**src/rtl/keypad_matrix_scanner_pkg.sv**
```systemverilog
//------------------------------------------------------------------------------
// Module : keypad_pkg
// Brief  : Shared keypad geometry constants and key-index helper.
// Rev    : 1.0
//------------------------------------------------------------------------------
`default_nettype none

package keypad_pkg;

  localparam int NUM_ROWS   = 4;
  localparam int NUM_COLS   = 4;
  localparam int KEY_CODE_W = 4;
  localparam int NUM_KEYS   = NUM_ROWS * NUM_COLS;

  function automatic logic [KEY_CODE_W-1:0] key_index(input int unsigned row,
                                                      input int unsigned col);
    return KEY_CODE_W'(row * NUM_COLS + col);
  endfunction

endpackage

`default_nettype wire

```
**src/rtl/keypad_matrix_scanner_prio_enc.sv**
```systemverilog
//------------------------------------------------------------------------------
// Module : keypad_prio_enc
// Brief  : 16-to-4 lowest-index priority encoder with any-set flag.
// Rev    : 1.0
//------------------------------------------------------------------------------
`default_nettype none

module keypad_prio_enc
  import keypad_pkg::*;
(
  input  logic [NUM_KEYS-1:0]   i_map,
  output logic [KEY_CODE_W-1:0] o_code,
  output logic                  o_any
);

  // Scan from the top down so the lowest set index is the last assignment.
  always_comb begin
    o_code = '0;
    for (int r = NUM_ROWS - 1; r >= 0; r--) begin
      for (int c = NUM_COLS - 1; c >= 0; c--) begin
        if (i_map[r*NUM_COLS + c]) begin
          o_code = key_index(r, c);
        end
      end
    end
    o_any = |i_map;
  end

endmodule

`default_nettype wire

```
**src/rtl/keypad_matrix_scanner.sv**
```systemverilog
//------------------------------------------------------------------------------
// Module : keypad_matrix_scanner
// Brief  : 4x4 keypad row scanner with frame debounce and hex key encoding.
//          Define KEYPAD_BITMAP_EN to drive key_map with the debounced bitmap.
// Rev    : 1.0
//------------------------------------------------------------------------------
`default_nettype none

module keypad_matrix_scanner
  import keypad_pkg::*;
#(
  parameter int DIV_BITS        = 16,
  parameter int DEBOUNCE_FRAMES = 3
) (
  input  logic                  clk,
  input  logic                  reset,
  input  logic [NUM_COLS-1:0]   col_n,
  output logic [NUM_ROWS-1:0]   row_n,
  output logic [KEY_CODE_W-1:0] key_code,
  output logic                  key_pressed,
  output logic                  key_valid,
  output logic [NUM_KEYS-1:0]   key_map
);

  localparam int CNT_W = $clog2(DEBOUNCE_FRAMES + 1);
  localparam logic [CNT_W:0]   DEB_THRESH = DEBOUNCE_FRAMES[CNT_W:0];
  localparam logic [CNT_W-1:0] CNT_SAT    = DEBOUNCE_FRAMES[CNT_W-1:0];

  logic [NUM_COLS-1:0]   r_sync1;
  logic [NUM_COLS-1:0]   r_sync2;
  logic [DIV_BITS-1:0]   r_presc;
  logic [1:0]            r_row_idx;
  logic [NUM_KEYS-1:0]   r_frame_map;
  logic [NUM_KEYS-1:0]   r_prev_map;
  logic [NUM_KEYS-1:0]   r_stable_map;
  logic [CNT_W-1:0]      r_cnt;
  logic                  r_stable_chg;

  logic                  w_tick;
  logic                  w_frame_end;
  logic [1:0]            w_row_next;
  logic [3:0]            w_base;
  logic [NUM_KEYS-1:0]   w_frame_new;
  logic [CNT_W:0]        w_cnt_inc;
  logic [KEY_CODE_W-1:0] w_code;
  logic                  w_any;

  assign w_tick      = &r_presc;
  assign w_frame_end = w_tick && (r_row_idx == 2'd3);
  assign w_row_next  = r_row_idx + 2'd1;
  assign w_base      = {r_row_idx, 2'b00};
  assign w_cnt_inc   = {1'b0, r_cnt} + {{CNT_W{1'b0}}, 1'b1};

  // Frame map as it will look after this tick, so frame end sees the full frame.
  always_comb begin
    w_frame_new                     = r_frame_map;
    w_frame_new[w_base +: NUM_COLS] = ~r_sync2;
  end

  always_ff @(posedge clk or posedge reset) begin
    if (reset) begin
      r_sync1      <= '1;
      r_sync2      <= '1;
      r_presc      <= '0;
      r_row_idx    <= '0;
      row_n        <= 4'b1110;
      r_frame_map  <= '0;
      r_prev_map   <= '0;
      r_stable_map <= '0;
      r_cnt        <= '0;
      r_stable_chg <= 1'b0;
    end else begin
      r_sync1      <= col_n;
      r_sync2      <= r_sync1;
      r_presc      <= r_presc + DIV_BITS'(1);
      r_stable_chg <= 1'b0;
      if (w_tick) begin
        r_frame_map <= w_frame_new;
        r_row_idx   <= w_row_next;
        row_n       <= ~(4'b0001 << w_row_next);
      end
      if (w_frame_end) begin
        r_prev_map <= w_frame_new;
        if (w_frame_new == r_prev_map) begin
          if (w_cnt_inc >= DEB_THRESH) begin
            r_cnt        <= CNT_SAT;
            r_stable_map <= w_frame_new;
            r_stable_chg <= (w_frame_new != r_stable_map);
          end else begin
            r_cnt <= w_cnt_inc[CNT_W-1:0];
          end
        end else begin
          r_cnt <= '0;
        end
      end
    end
  end

  keypad_prio_enc u_prio_enc (
    .i_map  (r_stable_map),
    .o_code (w_code),
    .o_any  (w_any)
  );

  // key_pressed still reflects the previous map here, so !key_pressed means "was empty".
  always_ff @(posedge clk or posedge reset) begin
    if (reset) begin
      key_code    <= '0;
      key_pressed <= 1'b0;
      key_valid   <= 1'b0;
    end else begin
      key_pressed <= w_any;
      key_valid   <= r_stable_chg && w_any && ((w_code != key_code) || !key_pressed);
      if (w_any) begin
        key_code <= w_code;
      end
    end
  end

`ifdef KEYPAD_BITMAP_EN
  logic [NUM_KEYS-1:0] r_key_map;

  always_ff @(posedge clk or posedge reset) begin
    if (reset) begin
      r_key_map <= '0;
    end else begin
      r_key_map <= r_stable_map;
    end
  end

  assign key_map = r_key_map;
`else
  assign key_map = '0;
`endif

endmodule

`default_nettype wire

```
**config.mk**
```make
export PLATFORM = sky130hd
export DESIGN_NAME = keypad_matrix_scanner
export DESIGN_NICKNAME = d
export VERILOG_FILES = /design/src/rtl/keypad_matrix_scanner_pkg.sv /design/src/rtl/keypad_matrix_scanner_prio_enc.sv /design/src/rtl/keypad_matrix_scanner.sv
export SDC_FILE = /design/constraint.sdc
export NUM_CORES = 1
export LEC_CHECK = 0
export CORE_ASPECT_RATIO = 0.6
export CORE_MARGIN = 5
export CORE_UTILIZATION = 30
export DETAILED_ROUTE_END_ITERATION = 7
export GPL_ROUTABILITY_DRIVEN = 0
export PLACE_DENSITY = 0.44
export SYNTH_ARGS = -nofsm -noshare
export SYNTH_HDL_FRONTEND = slang
export SYNTH_SLANG_ARGS = --single-unit
```
**constraint.sdc**
```tcl
create_clock -name clk -period 9.7 [get_ports clk]
set_clock_uncertainty 0.2 [all_clocks]
set_input_delay 2.91 -clock clk [delete_from_list [all_inputs] [get_ports clk]]
set_output_delay 2.91 -clock clk [all_outputs]
set_load 0.01 [all_outputs]
```
# Yosys cells after proc, flatten, opt, wreduce, memory -nomap -nowiden
# Cells that the tools add are included.
# word_totals
inputBits	6
register_bits	87
out_inout_bits	26
# classes
add_sub_neg	4
order_cmp	1
n_bitwise	2
n_eq_ne	4
mux	22
n_reduce_logical	8
shifts	3
# ops
operator	count
2-to-1 mux 4 bit	16
adder 16 x 1 -> 16 bit (second input constant)	1
bitwise mux 16 bit	1
equality test 16 bit	1
inequality test 16 bit	1
AND reduction 16 bit	1
OR reduction 16 bit	1
variable shift 4 x 6 -> 16 bit (first input constant)	1
variable part select 4 x 6 -> 16 bit	1
NOT 4 bit	2
negator 4 -> 6 bit	1
2-to-1 mux 2 bit	2
inequality test 4 bit	1
<< shifter 1 x 2 -> 4 bit (first input constant)	1
adder 2 x 1 -> 3 bit (second input constant)	1
greater-or-equal comparator 3 x 2 -> 1 bit (second input constant)	1
logical AND 1 bit	3
2-to-1 mux 1 bit	3
AND reduction 3 bit	1
adder 2 x 1 -> 2 bit (second input constant)	1
equality test 2 bit (second input constant)	1
logical NOT 1 bit	1
logical OR 1 bit	1

# Longest topological paths before layout
# Gate-level depths: netlist of the first run.
# logic_depth
depth_word	19
mapped_depth	12
depth_no_buf	9

# Hierarchy
# A second synthesis of the first run with hierarchy kept.
# unflattened
hier_cells	459
area_unflattened_um2	4655.7
# by_module_without_submodules
module	cells_each	area_per_inst_um2	instances	seq_area_each_um2
keypad_matrix_scanner	425	4479.3	1	2190.9
keypad_prio_enc	34	176.4	1	0.0

# Least setup slack after synthesis of the first run
# Ideal clock, no wire load.
# synth_path
path_type	reg-to-output
from	reg row_n[1]
to	out row_n[1]
path_slack_ns	6.061
path_stages_with_launch	1
arrival_ns	0.529
path_buffers	0
cell_sequence	dfstp_2
# synth_lines
item	line_no	source
start, declared	keypad_matrix_scanner.sv:18	output logic [NUM_ROWS-1:0] row_n,
start signal, assigned	keypad_matrix_scanner.sv:80	row_n <= ~(4'b0001 << w_row_next);
# No word-level cell between the ends.

# Worst setup path in the final report of the first run
# layout_path
from	reg r_row_idx[0]
to	reg r_stable_map[1]
# layout_between
elab_chain_cells	5
word_cells_on_any_way	8
classes_between	add/sub (1); eq/ne (2); shift (2); mux (1); reduce/logical (2)
# layout_rtl
item	line_no	source
start, declared	keypad_matrix_scanner.sv:32	logic [1:0] r_row_idx;
start signal, assigned	keypad_matrix_scanner.sv:79	r_row_idx <= w_row_next;
negator 4 -> 6 bit	keypad_matrix_scanner.sv:57	w_frame_new[w_base +: NUM_COLS] = ~r_sync2;
variable part select 4 x 6 -> 16 bit or variable shift 4 x 6 -> 16 bit (tied branches)	keypad_matrix_scanner.sv:57	
bitwise mux 16 bit	keypad_matrix_scanner.sv:57	
equality test 16 bit	keypad_matrix_scanner.sv:84	if (w_frame_new == r_prev_map) begin
AND reduction 3 bit (no line)	-	
end signal, assigned	keypad_matrix_scanner.sv:87	r_stable_map <= w_frame_new;
end, declared	keypad_matrix_scanner.sv:35	logic [NUM_KEYS-1:0] r_stable_map;
# Several ways; a longest one is shown, not always the timed one.
# A chain may end at the register's enable or synchronous reset.

==> qor.yml, run 1 <==
cts:
  cts-htree-levels: 3
  clk_latency_ns: 0.34
  cts_setup_buffers: 0
  cts_made_buffers: 9
  cts_hold_buf: 0
  root_buffer: "clkbuf_16"
  clockBufferDepth: 2
  path_clk_slew_ns: 0.06
  numClockSinks: 87
  cts-resized-gates: 0
  tritoncts: "built"
final_layout:
  fin_util_pct: 34.9
  insertedDiodeCount: 0
  drive_gt1_share_pct: 9.68
  area_growth_pct: 13.0
  nets: 472
  final_common_cell: "dfrtp_1"
  most-common-layout-cells: "dfrtp_1 (76), nand2_1 (45), o21ai_0 (35)"
pwr:
  seqPwrFrac_pct: 49.7
  pwr-share-clk_pct: 47.7
  pwr_density_cell_nw_per_um2: 146
  p_switching_mw: 0.157
  switching_share_pct: 21.2
  p_int_mw: 0.584
  leakage_nw: 2.22
  ir_worst_vdd_v: 0.0000775
  p_comb_share_pct: 2.6
timing:
  rsz0062_at_grt: "no"
  hold_viol: 0
  tightest_slew_ns: 1.03
  fin_crit_ns: 5.27
  fmax_mhz: 190
  tns_ns: 0
  min_period_over_period_pct: 54.4
  relSlewSlack_pct: 30.8
  setup_viol: 0
  slew_violations: 0
setup_path:
  r2r-start: "r_row_idx[0]"
  worstPathArrival_ns: 5.29
  r2r_slack_ns: 4.43
  endpoint: "r_stable_map[1]"
  r2r_end: "r_stable_map[1]"
  worstRegToRegCells: 9
  critPathKind: "reg2reg"
  critPathRequiredTime_ns: 9.72
  crit_start: "r_row_idx[0]"
  cp_max_fo: 13
  worst_setup_path_start_kind: "register"
  crit_path_end_kind: "register"
synth:
  synth-edff-count: 0
  netlist.area_leader.share_pct: 42.2
  synth_area_um2: 4510
  synthFlopType: "dfrtp_1"
  async_flop_share_pct: 100
  postSynthAreaPerCell_um2: 10.0
  ys_seq_elements: 87
  synthCells: 449
  yosysWarnings: 0
  seq_area_frac_synth_pct: 48.6
  synth_top_area_cell: "dfrtp_1"
  synthTopCellsByArea: "dfrtp_1 (42%), dfstp_2 (6.4%), xnor2_1 (5.1%)"
  synth_cell_types: 60
drt:
  dr.pass1.iters: 5
  vias: 3258
  drtIter0Drc: 350
  drcViolationCount: 0
  wl_mm: 11.1
  wl_per_cell_um: 16.7
  via_per_inst: 4.91
  antenna_left: 0
floorplan:
  initial_core_util_pct: 30.9
  fp.dieArea_um2: 17700
  io_pins: 32
  die_w_um: 168
  core_um2: 14600
  die_h_um: 105
  num_rows: 34
run_status:
  outcome: "complete, no violations"
placement:
  port_buffers: 15
  hpwl_mm: 8.14
global_routing:
  track_usage_pct: 13.1
  grt_pass1_vias: 3085
  grt_pass1_wl_mm: 18.0
  grt_max_degree: 70
  antenna_found_initial: 0
  overflow: 0
min_path:
  hold_class: "reg2reg"
  hp-start: "r_sync1[1]"
run:
  cap_violations: 0
-- worst max-delay path, stage by stage, from the launching register on --
cell and delay (ns):
dfrtp_1 0.59, inv_1 0.22, ha_1 0.52, nor3b_1 0.42, o22ai_1 0.15, a211oi_1 0.51, or4b_2 0.66, nor4_2 0.79
nand2_1 0.64, mux2_4 0.46
-- flip-flops by register name, summed over array words and instances (netlist names), 4 cells and up --
register and count:
key_code 4, row_n 4, r_prev_map 16, r_frame_map 16
r_sync1 4, r_presc 16, r_stable_map 16, r_sync2 4
-- stage by stage --
step           total power [mW]  area, um2  setup WS, ns  instances  hold WS (ns)
2_1_floorplan             0.391       4560          4.36        464         0.145
3_3_place_gp              0.395       4790          4.71        647         0.146
3_5_place_dp              0.394       4790          4.61        647         0.147
4_1_cts                   0.753       5090          4.56        663         0.156
5_1_grt                   0.770       5090          4.13        663         0.159
6_report                  0.741       5090          4.43        663         0.155
-- per-layer routing --
metal	share of wire [%]	vias to the layer above	GRT usage, %
li1	-	1550	-
met1	57	1599	22.5
met2	35	101	15.1
met3	6.7	8	3.89
met4	0.87	0	3.01
met5	0	-	0
-- how the worst min path moves through the flow --
stage            endpoint  slack, ns  cells after the start
6_report       r_sync2[1]       0.16                      0
5_1_grt        r_sync2[2]       0.16                      0
4_1_cts        r_sync2[2]       0.16                      0
3_5_place_dp   r_sync2[2]       0.15                      0
3_3_place_gp   r_sync2[2]       0.15                      0
2_1_floorplan  r_sync2[0]       0.15                      0
-- cell families after synthesis --
logic type	after synthesis	synth area share, %
buf+inv	62	6.86
xor+xnor	45	8.75
mux	16	4.08
simple gates	132	16.0
compound gates	100	13.9
other cells	1	0.0832
fa+ha+maj	6	1.67
flops	87	48.6
-- power groups by stage --
stage	clock [mW]	sequential, mW	combinational [mW]
after global placement	0	0.375	0.0198
after CTS	0.365	0.368	0.0196
after floorplan	0	0.373	0.0177
final	0.354	0.368	0.0191
after detailed placement	0	0.375	0.0196
after global routing	0.379	0.368	0.0220
-- area by class of cell --
class / instances / area, um2
inverters: 28 / 106
fillers: 1494 / 9500
multi-input cells: 315 / 2060
clock buffers: 13 / 260
flip-flops and latches: 87 / 2190
well taps: 198 / 248
clock inverters: 3 / 42.5
repair buffers: 19 / 180
-- cell usage after synthesis (6+ instances only) --
cell type / n
ha_1: 6
a21oi_1: 18
mux2_2: 7
and3_1: 6
nand3_1: 8
dfstp_2: 11
dfrtp_1: 76
nor2b_1: 11
nor2_1: 12
inv_1: 28
clkbuf_1: 12
nor4_1: 9
o21ai_0: 35
nand2b_1: 10
a31oi_1: 13
nand2_1: 45
buf_4: 17
xnor2_1: 26
mux2i_1: 6
xor2_1: 19
Note: power is estimated with default switching activity, not from simulation.
==> run 2, diff against run 1 <==
- clock period: 9.7 -> 5.14 ns (I/O delays scaled with it)
==> qor.yml, run 2 (same netlist as run 1, synthesis figures left out) <==
floorplan:
  io_pins: 32
  die_w_um: 168
  die_h_um: 105
  fp.dieArea_um2: 17700
  core_um2: 14600
  num_rows: 34
  initial_core_util_pct: 30.9
cts:
  clockBufferDepth: 2
  clk_latency_ns: 0.34
  cts-htree-levels: 3
  numClockSinks: 87
  path_clk_slew_ns: 0.06
  cts_hold_buf: 0
  root_buffer: "clkbuf_16"
  cts_setup_buffers: 0
  tritoncts: "built"
  cts_made_buffers: 9
  cts-resized-gates: 0
global_routing:
  antenna_found_initial: 0
  grtUsageMet1_pct: 22.1
  use_met3_pct: 3.36
  overflow: 0
  busiest_layer: "met1"
  grt_pass1_vias: 3001
  grt_pass1_wl_mm: 17.6
  track_usage_pct: 12.8
  grt_max_degree: 53
  met2_usage_pct: 14.9
run:
  cap_violations: 0
placement:
  port_buffers: 15
  hpwl_mm: 8.09
final_layout:
  fill_cells: 1476
  final_common_cell: "dfrtp_1"
  drive_gt1_share_pct: 10.5
  area_growth_pct: 13.7
  nets: 475
  fin_util_pct: 35.1
  insertedDiodeCount: 0
  most-common-layout-cells: "dfrtp_1 (76), nand2_1 (45), o21ai_0 (35)"
setup_path:
  crit_buf_inv: 2
  worst_setup_path_start_kind: "register"
  cp_slowest_cell: "or4b_2"
  crit_path_end_kind: "register"
  slowest_delay_ns: 0.66
  r2r_slack_ns: 0.55
  worstRegToRegCells: 10
  crit_chain: "inv_1, ha_1, nor3b_1, o22ai_1, a211oi_1, or4b_2, nor4_2, buf_4, nand2_1, mux2_4"
  r2r_end: "r_stable_map[1]"
  critPathKind: "reg2reg"
  worstPathArrival_ns: 4.62
  cp_num_cells: 10
  critPathTopFamily: "simple AND/OR/NAND/NOR gates"
  critPathRequiredTime_ns: 5.16
  cp_max_fo: 13
  r2r-start: "r_row_idx[0]"
timing:
  min_period_over_period_pct: 89.3
  fin_hold_ws_ns: 0.156
  tns_ns: 0
  rsz0062_at_grt: "no"
  tightest_slew_ns: 1.04
  slew_violations: 0
  fmax_mhz: 218
  hold_viol: 0
  relSlewSlack_pct: 28.7
  setup_viol: 0
  fin_crit_ns: 4.59
drt:
  drtIter0Drc: 244
  wl_per_cell_um: 16.4
  drcViolationCount: 0
  antenna_left: 0
  vias: 3204
  dr.pass1.iters: 5
  wl_mm: 10.9
  via_per_inst: 4.81
pwr:
  ir_worst_vdd_v: 0.000152
  fin_total_pwr_mw: 1.39
  pwr_density_cell_nw_per_um2: 271
  leakage_nw: 2.25
run_status:
  outcome: "complete, no violations"
min_path:
  hp-start: "r_sync1[1]"
  hold_class: "reg2reg"
  min_to: "r_sync2[1]"
  hold_path_depth: 0
[run 2: cell type report]
type	count	area (um2)	area share [%]
clock buffers	11	243	4.74
clock inverters	5	57.6	1.12
inverters	28	106	2.08
multi-input cells	315	2060	40.3
flip-flops and latches	87	2190	42.8
well taps	198	248	4.84
repair buffers	22	215	4.20
[run 2: layer usage]
metal / share of wire (%) / wire length, um / up-vias
met4: 1.1 / 123 / 0
met2: 35 / 3820 / 76
li1: - / - / 1567
met3: 5.9 / 645 / 12
met5: 0 / 0 / -
met1: 58 / 6360 / 1549
[run 2: through the flow]
stage	cells	area, um2	setup WS [ns]
CTS	666	5120	0.649
detailed placement	650	4820	0.681
floorplan	464	4560	1.17
global placement	650	4820	0.797
global route	666	5120	0.248
finish	666	5120	0.549
[run 2: worst max path at each step]
stage | from | endpoint
2_1_floorplan | reset | key_code[0]
3_3_place_gp | r_row_idx[0] | r_stable_map[6]
3_5_place_dp | r_row_idx[0] | r_stable_map[5]
4_1_cts | r_row_idx[0] | r_stable_map[1]
5_1_grt | r_row_idx[0] | r_stable_map[1]
6_report | r_row_idx[0] | r_stable_map[1]
[run 2: worst reg2reg max path: cells and delay by family, from the launching register on]
family / cells / cell delay [ns]
AOI/OAI and AO/OA: 2 / 0.64
adders and majority gates: 1 / 0.52
buffers and inverters: 2 / 0.45
DFF: 1 / 0.59
muxes: 1 / 0.46
and+or+nand+nor: 4 / 1.64
[run 2: where the power goes]
group	switching (mW)	internal, mW	leakage (nW)	total (mW)
Combinational	0.0276	0.0105	0.935	0.0381
Clock	0.267	0.390	0.149	0.657
Sequential	0.00430	0.691	1.16	0.695
==> run 3, diff against run 2 <==
- ABC_AREA: not set -> 1
- PLACE_DENSITY: 0.44 -> not set
- TNS_END_PERCENT: not set -> 10
==> qor.yml, run 3 <==
timing:
  relSlewSlack_pct: 48.5
  min_period_over_period_pct: 75.7
  fmax_mhz: 257
  tns_ns: 0
  fin_crit_ns: 3.89
  hold_viol: 0
  rsz0062_at_grt: "no"
  slew_violations: 0
  tightest_slew_ns: 0.773
  fin_hold_ws_ns: 0.156
  setup_viol: 0
final_layout:
  most-common-layout-cells: "nand2_1 (137), dfrtp_1 (76), inv_1 (72)"
  multi_input_comb_area_um2: 1830
  fill_cells: 1461
  final_common_cell: "nand2_1"
  nets: 549
  insertedDiodeCount: 0
  area_growth_pct: 14.0
  register_area_um2: 2190
  drive_gt1_share_pct: 8.49
cts:
  root_buffer: "clkbuf_16"
  clk_latency_ns: 0.34
  cts_setup_buffers: 0
  cts_made_buffers: 9
  cts-htree-levels: 3
  path_clk_slew_ns: 0.07
  cts-resized-gates: 0
  clockBufferDepth: 2
  cts_hold_buf: 0
  numClockSinks: 87
  tritoncts: "built"
setup_path:
  crit_buf_inv: 2
  worstPathArrival_ns: 3.92
  cp_slowest_cell: "dfrtp_1"
  slowest_delay_ns: 0.54
  critPathKind: "reg2reg"
  crit_top_cell: "nand2_1"
  crit_path_end_kind: "register"
  worst_setup_path_start_kind: "register"
  critPathTopFamily: "simple AND/OR/NAND/NOR gates"
  cp_max_fo: 18
  critPathRequiredTime_ns: 5.17
  crit_chain: "inv_2, ha_1, inv_1, nand2_1, nor3_1, nand2_1, o21ai_1, xor2_1, nor2_1, nand4_1, nor2_4, nand3_4, nand2_1, nand2_1"
synth:
  yosysWarnings: 0
  synthFlopType: "dfrtp_1"
  synth_common_cells: "nand2_1 (137), dfrtp_1 (76), inv_1 (73), xor2_1 (38), o21ai_0 (34)"
  synthCells: 520
  netlist.area_leader.share_pct: 42.8
  seq_area_frac_synth_pct: 49.3
  postSynthAreaPerCell_um2: 8.55
  synth_cell_types: 35
  async_flop_share_pct: 100
  ys_seq_elements: 87
  synth.most_common_cell: "nand2_1"
  synth-edff-count: 0
  synthTopCellsByArea: "dfrtp_1 (43%), nand2_1 (12%), xor2_1 (7.5%)"
  synth_top_area_cell: "dfrtp_1"
  synth_area_um2: 4450
placement:
  hpwl_mm: 7.03
  port_buffers: 15
drt:
  drcViolationCount: 0
  drtIter0Drc: 288
  wl_per_cell_um: 13.1
  vias: 3367
  antenna_left: 0
  dr.pass1.iters: 5
  wl_mm: 9.66
  via_per_inst: 4.55
run:
  cap_violations: 0
run_status:
  outcome: "complete, no violations"
global_routing:
  grt_max_degree: 37
  grt_pass1_wl_mm: 16.5
  grt_pass1_vias: 3216
  overflow: 0
  track_usage_pct: 11.5
  antenna_found_initial: 0
pwr:
  leakage_nw: 2.52
  fin_total_pwr_mw: 1.45
  ir_worst_vdd_v: 0.000199
  pwr_density_cell_nw_per_um2: 286
floorplan:
  core_um2: 14500
  io_pins: 32
  die_w_um: 167
  fp.dieArea_um2: 17400
  die_h_um: 104
  num_rows: 34
  initial_core_util_pct: 30.7
min_path:
  hold_class: "reg2reg"
==> run 3: changes by cell type in the layout (fill, tap and decap cells not counted), sizes merged, moves of 16 or more <==
cell,before,now
nand2,45,137
inv,27,77
xor2,19,38
nor2,12,28
xnor2,26,5
nand4,5,25
==> run 3: metal layers <==
layer | GRT usage (%) | up-vias | part of all wire (%)
met1 | 17.5 | 1632 | 52
li1 | - | 1644 | -
met2 | 16.1 | 80 | 41
met5 | 0 | - | 0
met3 | 3.11 | 11 | 5.4
met4 | 2.95 | 0 | 1.1
==> run 3: final timing paths <==
check | from | end | slack, ns | cells past startpoint
min reg2reg | r_sync1[0] | r_sync2[0] | 0.16 | 0
max | r_row_idx[0] | r_stable_map[15] | 1.25 | 14
min in group asynchronous | reset | r_frame_map[0] | 1.37 | 2
min | r_sync1[0] | r_sync2[0] | 0.16 | 0
max in group asynchronous | reset | key_pressed | 2.59 | 3
max reg2reg | r_row_idx[0] | r_stable_map[15] | 1.25 | 14
==> run 3: cell type report <==
type | count | share of cell area, %
Clock buffer | 9 | 4.44
Clock inverter | 7 | 2.05
Inverter | 76 | 5.65
Multi-Input combinational cell | 344 | 36.2
Sequential cell | 87 | 43.2
Tap cell | 198 | 4.89
Timing Repair Buffer | 19 | 3.56
==> run 3: power breakdown <==
part           total (mW)  switching, mW  leakage, nW  internal (mW)
logic              0.0349         0.0276         1.20        0.00727
registers           0.692        0.00127         1.16          0.690
clock network       0.721          0.289        0.161          0.432
==> run 3: kinds of logic after synthesis <==
| logic type | after synthesis | share of synthesized area, % |
|---|---|---|
| buffers and inverters | 104 | 10.8 |
| XOR/XNOR | 43 | 8.47 |
| adder cells (fa/ha/maj) | 6 | 1.69 |
| other | 1 | 0.0843 |
| AO/OA/AOI/OAI | 57 | 6.95 |
| AND/OR/NAND/NOR | 222 | 22.8 |
| flip-flops | 87 | 49.3 |
==> run 3: worst reg2reg max path, delay by kind of cell, from the launching register on <==
family                   cells  cell delay, ns
AND/OR/NAND/NOR              9            1.97
buffers and inverters        2            0.24
AO/OA/AOI/OAI                1            0.30
adder cells (fa/ha/maj)      1            0.39
flip-flops                   1            0.54
XOR/XNOR                     1            0.12
==> run 3: metrics by stage <==
stage               utilization [%]  cells  instance area, um2  worst slack (ns)
finish                         34.9    740                5070              1.25
global route                   34.9    740                5070             0.974
CTS                            34.9    740                5070              1.37
detailed placement             32.7    724                4740              1.40
global placement               32.7    724                4740              1.53
floorplan                         -    535                4500              1.17
